### src/rtl/mul12u_rr_sched.sv
// Round-robin scheduler that shares one external combinational 12x12 unsigned multiplier
// among NREQ requesters, with operand registers feeding the multiplier and a result register.
module mul12u_rr_sched #(
    parameter int NREQ = 4,
    parameter int IDW  = $clog2(NREQ)
) (
    input  logic                 clk,
    input  logic                 rst_n,
    input  logic [NREQ-1:0]      req_valid,
    input  logic [12*NREQ-1:0]   req_a,
    input  logic [12*NREQ-1:0]   req_b,
    output logic [NREQ-1:0]      req_ready,
    output logic [11:0]          mul_a,
    output logic [11:0]          mul_b,
    input  logic [23:0]          mul_o,
    output logic                 rsp_valid,
    output logic [IDW-1:0]       rsp_id,
    output logic [23:0]          rsp_data,
    input  logic                 rsp_ready,
    output logic                 busy
);

    logic [IDW-1:0]  ptr;
    logic [11:0]     op_a;
    logic [11:0]     op_b;
    logic            s1_v;
    logic [IDW-1:0]  s1_id;

    logic            s1_adv;
    logic            can_issue;
    logic            any_grant;
    logic            xfer;
    logic [IDW-1:0]  grant_idx;
    logic [IDW-1:0]  cand;
    logic [NREQ-1:0] grant_oh;
    logic [IDW-1:0]  ptr_next;
    logic [11:0]     sel_a;
    logic [11:0]     sel_b;

    // First valid requester at or after ptr, wrapping modulo NREQ.
    always_comb begin
        any_grant = 1'b0;
        grant_idx = '0;
        cand      = '0;
        for (int k = 0; k < NREQ; k++) begin
            cand = IDW'((int'(ptr) + k) % NREQ);
            if (!any_grant && req_valid[cand]) begin
                any_grant = 1'b1;
                grant_idx = cand;
            end
        end
    end

    always_comb begin
        sel_a = '0;
        sel_b = '0;
        for (int k = 0; k < NREQ; k++) begin
            if (grant_idx == IDW'(k)) begin
                sel_a = req_a[12*k +: 12];
                sel_b = req_b[12*k +: 12];
            end
        end
    end

    assign grant_oh  = any_grant ? (NREQ'(1) << grant_idx) : '0;
    assign s1_adv    = s1_v & (~rsp_valid | rsp_ready);
    assign can_issue = ~s1_v | s1_adv;
    assign req_ready = (rst_n && can_issue) ? grant_oh : '0;
    assign xfer      = rst_n & any_grant & can_issue;
    assign ptr_next  = (grant_idx == IDW'(NREQ - 1)) ? '0 : grant_idx + 1'b1;

    // Operands only move on a transfer so the shared multiplier inputs stay quiet otherwise.
    always_ff @(posedge clk) begin
        if (!rst_n) begin
            ptr       <= '0;
            op_a      <= '0;
            op_b      <= '0;
            s1_v      <= 1'b0;
            s1_id     <= '0;
            rsp_valid <= 1'b0;
            rsp_id    <= '0;
            rsp_data  <= '0;
        end else begin
            if (xfer) begin
                ptr   <= ptr_next;
                op_a  <= sel_a;
                op_b  <= sel_b;
                s1_id <= grant_idx;
                s1_v  <= 1'b1;
            end else if (s1_adv) begin
                s1_v  <= 1'b0;
            end

            if (s1_adv) begin
                rsp_data  <= mul_o;
                rsp_id    <= s1_id;
                rsp_valid <= 1'b1;
            end else if (rsp_valid && rsp_ready) begin
                rsp_valid <= 1'b0;
            end
        end
    end

    assign mul_a = op_a;
    assign mul_b = op_b;
    assign busy  = s1_v | rsp_valid;

endmodule

### config.mk
export PLATFORM = sky130hd
export DESIGN_NAME = mul12u_rr_sched
export DESIGN_NICKNAME = d
export VERILOG_FILES = /design/src/rtl/mul12u_rr_sched.sv
export SDC_FILE = /design/constraint.sdc
export NUM_CORES = 1
export LEC_CHECK = 0
export ABC_AREA = 1
export CORE_MARGIN = 2
export CORE_UTILIZATION = 38
export DETAILED_ROUTE_END_ITERATION = 12
export PLACE_DENSITY = 0.82
export SETUP_SLACK_MARGIN = 0.3
export SYNTH_ARGS = -nofsm -noshare
export SYNTH_HDL_FRONTEND = slang
export SYNTH_SLANG_ARGS = --single-unit
### constraint.sdc
create_clock -name clk -period 4 [get_ports clk]
set_input_delay 1 -clock clk [delete_from_list [all_inputs] [get_ports clk]]
set_output_delay 1 -clock clk [all_outputs]
set_load 0.005 [all_outputs]
==> reports/results.ini, run 1 <==
[status]
status = complete, no violations

[power_and_ir_drop]
p_comb_frac = 0.731
p_sw_frac = 0.460
peakVddDrop_mv = 0.747
powerDensity_nw_per_um2 = 772
pwr-share-clk = 0.073
p_int_mw = 2.29
p_leak_nw = 2.43
p_seq_frac = 0.196
p_switching_mw = 1.95

[die]
rows = 32
die_x_microns = 93.5
io_pins = 183
design.core.area_sq_um = 7730
die_area_sq_um = 8740
start_util = 0.394
die_h_microns = 93.5

[layout]
final_nets = 828
post-route-util = 0.710
layout_commonest_cell = clkdlybuf4s50_1
diodes = 0
fin_cells = 800
syn2layout_area_growth_pct = 80.5
drive_gt1_frac = 0.166
final_cell_mix = clkdlybuf4s50_1 (173), nand2_1 (155), o21ai_0 (72)

[min_path]
min_to = mul_a[9]$_SDFFE_PN0P_
hold_start = mul_a[9]$_SDFFE_PN0P_
worst_hold_path_type = reg2reg
whs_path_depth = 2

[global_routing]
grt_max_degree = 56
grt-ovfl-total = 0
grt_pass1_vias = 3648
grt_pass1_wl_microns = 17200
antenna_found_initial = 0
grt_usage = 0.247

[synthesis]
synth_area_per_cell_sq_um = 6.30
syn_area_sq_um = 3040
synth.ff_latch_count = 56
yosysUniqueCellTypes = 25
ys.warnings.count = 0
synth_cells = 483
seq_area_frac_synth = 0.369
synth_fp_nets = 614

[setup_path]
crit_slowest_cell = buf_4
regToRegStartpoint = ptr[1]$_SDFFE_PN0P_
critPathRequiredTime_ps = 4210
slowest_delay_ps = 200
path_max_fanout = 3
timing.critical_path.mode_cell = buf_4
r2r_slack_ps = 250
ff2ff_path_depth = 25
cp-start-kind = primary input
reg2reg_to = s1_id[1]$_SDFFE_PN0P_
cp_data_arrival_time_ps = 3960
path_class = in2reg
endpoint_kind = register

[clock_network]
cts_tree = built
htree_levels = 2
cts_buffers = 5
cts_sinks = 56
cts_buffer_depth = 2
hold_buffers = 0
clk_latency_ps = 310
ctsRootBufferMaster = clkbuf_8
cts.clk_slew.worst_paths_ps = 100

[place]
io_buffers = 182
dp.cells = 750
place_hpwl_microns = 7840
place_congestion = 0.858
dp_slack_ps = -259

[timing]
timing.final.ws_setup_ps = 247
max-slew-margin-rel = 0.555
drv_slew = 0
hold_viol = 0
finalCriticalPeriod_ps = 3750
max_freq_mhz = 266
period_share = 0.938
worst_slew_pin_slew_ps = 664
rsz0062_at_grt = no
setup_viol = 0
clock_skew_ps = 5.70

[detailed_routing]
via_per_inst = 4.97
via_count = 3974
dr.pass1.iters = 7
drt_iter0_drc = 289
detail-route-antenna-nets = 0
routed_wirelength_microns = 11800
routedWlPerCell_microns = 14.7
drc = 0

[run]
maxCapViolations = 0

[worst max-delay path: cells and delay by family]
kind	cells	cell delay (ps)
simple gates	7	710
buf+inv	18	2250
[state kept, by name, indices dropped and copies added, names as in the netlist]
signal     cells
s1_id          2
ptr            2
rsp_id         2
s1_v           1
rsp_data      24
rsp_valid      1
mul_a         12
mul_b         12
[cell type report]
cell class	count	area, sq um
Fill cell	608	2240
Timing Repair Buffer	238	2220
Multi-Input combinational cell	374	1840
Sequential cell	56	1120
Tap cell	102	128
Inverter	22	90.1
Clock buffer	5	68.8
Clock inverter	3	23.8
[through the flow]
step / TNS (ps) / area [sq um] / total power [mW] / hold WS, ps
global route: 0 / 5490 / 4.60 / 490
global placement: -304 / 4940 / 3.27 / 452
floorplan: 0 / 3040 / 2.40 / 444
detailed placement: -801 / 4940 / 3.34 / 456
CTS: 0 / 5370 / 4.03 / 470
finish: 0 / 5490 / 4.24 / 467
[worst max-delay path by stage]
stage / slack (ps) / to / depth (start not counted) / from
2_1_floorplan: 450 / req_ready[1] / 13 / req_valid[0]
3_3_place_gp: -110 / req_ready[1] / 14 / req_valid[3]
3_5_place_dp: -260 / req_ready[2] / 14 / req_valid[1]
4_1_cts: 370 / s1_id[1]$_SDFFE_PN0P_ / 25 / req_valid[0]
5_1_grt: 220 / s1_id[1]$_SDFFE_PN0P_ / 25 / ptr[1]$_SDFFE_PN0P_
6_report: 250 / s1_id[1]$_SDFFE_PN0P_ / 25 / req_valid[2]
[what timing repair did]
| action | CTS | global route |
|---|---|---|
| setup buffers | 36 | 6 |
| pin swaps | 12 | 13 |
| endpoints found under the setup margin | 4 | 5 |
| resized for setup | 48 | 29 |
[synth_stat cells]
library cell / count / area share
nand2_1: 166 / 0.20
o21ai_0: 72 / 0.12
nor2_1: 57 / 0.070
dfxtp_1: 56 / 0.37
nand3_1: 34 / 0.056
a21oi_1: 26 / 0.043
clkbuf_1: 22 / 0.027
inv_1: 18 / 0.022
buf_6: 6 / 0.022
o21ai_1: 5 / 0.0082
ha_1: 4 / 0.016
buf_2: 2 / 0.0033
inv_2: 2 / 0.0025
nand2_2: 2 / 0.0041
buf_1: 1 / 0.0012
clkinv_1: 1 / 0.0012
inv_6: 1 / 0.0029
nand2_8: 1 / 0.0066
nand3_4: 1 / 0.0058
nand3b_1: 1 / 0.0025
nand4_1: 1 / 0.0021
nor2_2: 1 / 0.0021
nor2_4: 1 / 0.0037
o21ai_2: 1 / 0.0029
or2_2: 1 / 0.0021
[power by group through the flow]
stage | sequential [mW] | clock, mW | combinational (mW)
global placement | 0.823 | 0 | 2.45
global route | 0.845 | 0.343 | 3.42
detailed placement | 0.829 | 0 | 2.51
CTS | 0.818 | 0.318 | 2.90
finish | 0.829 | 0.309 | 3.10
floorplan | 0.825 | 0 | 1.57
[routing by layer]
metal	share of wire	vias to the layer above	GRT usage
met2	0.49	205	0.438
met3	0.091	32	0.0693
met1	0.39	1764	0.284
met5	0	-	0
met4	0.029	0	0.0846
li1	-	1973	-
[logic make-up (layout without fill, tap and decap cells)]
| group | count (synthesis) | after routing | share of synthesized area |
|---|---|---|---|
| AND/OR/NAND/NOR | 266 | 266 | 0.360 |
| flip-flops | 56 | 56 | 0.369 |
| AO/OA/AOI/OAI | 104 | 104 | 0.172 |
| buffers and inverters | 53 | 268 | 0.0827 |
| adder cells (fa/ha/maj) | 4 | 4 | 0.0165 |
No activity file was read; power rests on OpenSTA's default activity.
==> inputs of run 2 (changes only) <==
--- a/config.mk
+++ b/config.mk
@@ -7,9 +7,11 @@
 export LEC_CHECK = 0
 export ABC_AREA = 1
 export CORE_MARGIN = 2
-export CORE_UTILIZATION = 38
+export CORE_UTILIZATION = 39
+export CTS_BUF_LIST = sky130_fd_sc_hd__clkbuf_8
+export CTS_CLUSTER_SIZE = 8
 export DETAILED_ROUTE_END_ITERATION = 12
-export PLACE_DENSITY = 0.82
+export PLACE_DENSITY = 0.83
 export SETUP_SLACK_MARGIN = 0.3
 export SYNTH_ARGS = -nofsm -noshare
 export SYNTH_HDL_FRONTEND = slang
==> reports/results.ini, run 2 (synthesis results as in run 1) <==
[global_routing]
grt_max_degree = 56
grt_usage = 0.238
grt-ovfl-total = 0
grt_pass1_vias = 3646
grt_pass1_wl_microns = 16500
antenna_found_initial = 0

[min_path]
worst_hold_path_type = reg2reg
hold_start = s1_id[1]$_SDFFE_PN0P_
whs_path_depth = 2
min_to = s1_id[1]$_SDFFE_PN0P_

[place]
placed_area_sq_um = 4940
dp.cells = 750
io_buffers = 182
place_hpwl_microns = 7870
place_congestion = 0.926

[detailed_routing]
route.met3.wl_microns = 830
drc = 0
detail-route-antenna-nets = 0
routedWlPerCell_microns = 13.6
drt-met1-wl_microns = 4140
via_per_inst = 4.90
met2WireLength_microns = 5040
routed_wirelength_microns = 10400
top_layer = met4
dr.pass1.iters = 4
via_count = 3732
drt_iter0_drc = 166

[timing]
worst_slew_pin_slew_ps = 648
setup_viol = 0
rsz0062_at_grt = no
max-slew-margin-rel = 0.565
hold_viol = 0
period_share = 0.901
clock_skew_ps = 3.50
hold_ws_ps = 470
drv_slew = 0
finalCriticalPeriod_ps = 3600
max_freq_mhz = 277

[die]
die_x_microns = 92.3
design.core.area_sq_um = 7650
io_pins = 183
die_area_sq_um = 8520
start_util = 0.398
die_h_microns = 92.3
rows = 32

[layout]
largest_reg_flops = 24
diodes = 0
fill_cells = 660
final_nets = 789
final_cell_mix = clkdlybuf4s50_1 (173), nand2_1 (158), o21ai_0 (72)
syn2layout_area_growth_pct = 69.1
post-route-util = 0.672
layout_commonest_cell = clkdlybuf4s50_1
drive_gt1_frac = 0.100
fin_cells = 761
fin_area_sq_um = 5140
regMostFlops = rsp_data

[setup_path]
ff2ff_path_depth = 20
cp_data_arrival_time_ps = 2600
r2r_slack_ps = 870
endpoint_kind = output port
timing.critical_path.mode_cell = nand2_2
regToRegStartpoint = ptr[0]$_SDFFE_PN0P_
path_max_fanout = 3
cp_num_buf_inv = 5
crit_family = simple AND/OR/NAND/NOR gates
critPathRequiredTime_ps = 3000
cp-start-kind = primary input
reg2reg_to = mul_b[0]$_SDFFE_PN0P_
path_class = in2out
slowest_delay_ps = 230
crit_chain = dlygate4sd2_1 > inv_2 > nand2_2 > nand2_2 > o21ai_4 > nand2_2 > nand2_1 > nand2_1 > nand3_4 > buf_4 > ha_1 > inv_1 > nor2_1 > buf_2
crit_slowest_cell = dlygate4sd2_1

[power_and_ir_drop]
p_sw_frac = 0.464
power_mw = 3.80
p_comb_frac = 0.704
p_seq_frac = 0.217
p_switching_mw = 1.77
pwr-share-clk = 0.079
p_int_mw = 2.04
peakVddDrop_mv = 0.938
p_leak_nw = 2.24
powerDensity_nw_per_um2 = 740

[run]
maxCapViolations = 0

[clock_network]
ctsRootBufferMaster = clkbuf_8
cts_tree = built
cts_buffers = 5
cts_buffer_depth = 2
cts.clk_slew.worst_paths_ps = 90
cts_sinks = 56
hold_buffers = 0
clk_latency_ps = 300
htree_levels = 2

[status]
status = complete, no violations

run 2: changes by cell type in the layout (fill, tap and decap cells not counted), sizes merged:
cell	change
clkinv	-1
clkinvlp	-2
dlygate4sd2	+4
buf	-39
clkbuf	-3
inv	+2
run 2: stage by stage:
step	TNS, ps	setup WS, ps
global placement	-370	-108
global route	0	309
CTS	0	433
floorplan	0	447
finish	0	395
detailed placement	-908	-247
run 2: power by group through the flow:
stage | Sequential [mW] | Combinational, mW | Clock (mW)
5_1_grt | 0.843 | 3.02 | 0.334
3_3_place_gp | 0.824 | 2.45 | 0
4_1_cts | 0.823 | 2.66 | 0.307
3_5_place_dp | 0.832 | 2.51 | 0
2_1_floorplan | 0.825 | 1.57 | 0
6_report | 0.824 | 2.68 | 0.300
run 2: final cells by class:
type                            instances  area, sq um  area share
Inverter                               22         92.6      0.0180
Clock inverter                          2         7.51     0.00146
Timing Repair Buffer                  199         1940       0.376
Multi-Input combinational cell        374         1780       0.345
Tap cell                              102          128      0.0248
Sequential cell                        56         1120       0.218
Clock buffer                            6         82.6      0.0161
run 2: repair_timing:
item	4_1_cts	5_1_grt
buffers inserted	3	0
pin swaps	11	3
setup endpoints to repair	4	2
resized for setup	54	1
run 2: worst max-delay path by stage:
stage,slack (ps),from,cells after the start,endpoint
6_report,400,req_valid[0],14,req_ready[0]
5_1_grt,310,req_valid[1],14,req_ready[0]
4_1_cts,430,req_valid[0],14,req_ready[1]
2_1_floorplan,450,req_valid[0],13,req_ready[1]
3_5_place_dp,-250,req_valid[0],14,req_ready[0]
3_3_place_gp,-110,req_valid[3],14,req_ready[1]
run 2: tightest hold or removal path: stages (launching register included):
cell,delay (ps)
dfxtp_1,320
nand3_1,70
nand2_1,50
run 2: per-layer routing:
metal | up-vias | GRT usage
met4 | 0 | 0.0945
met3 | 32 | 0.0586
met5 | - | 0
li1 | 1896 | -
met2 | 174 | 0.431
met1 | 1630 | 0.267
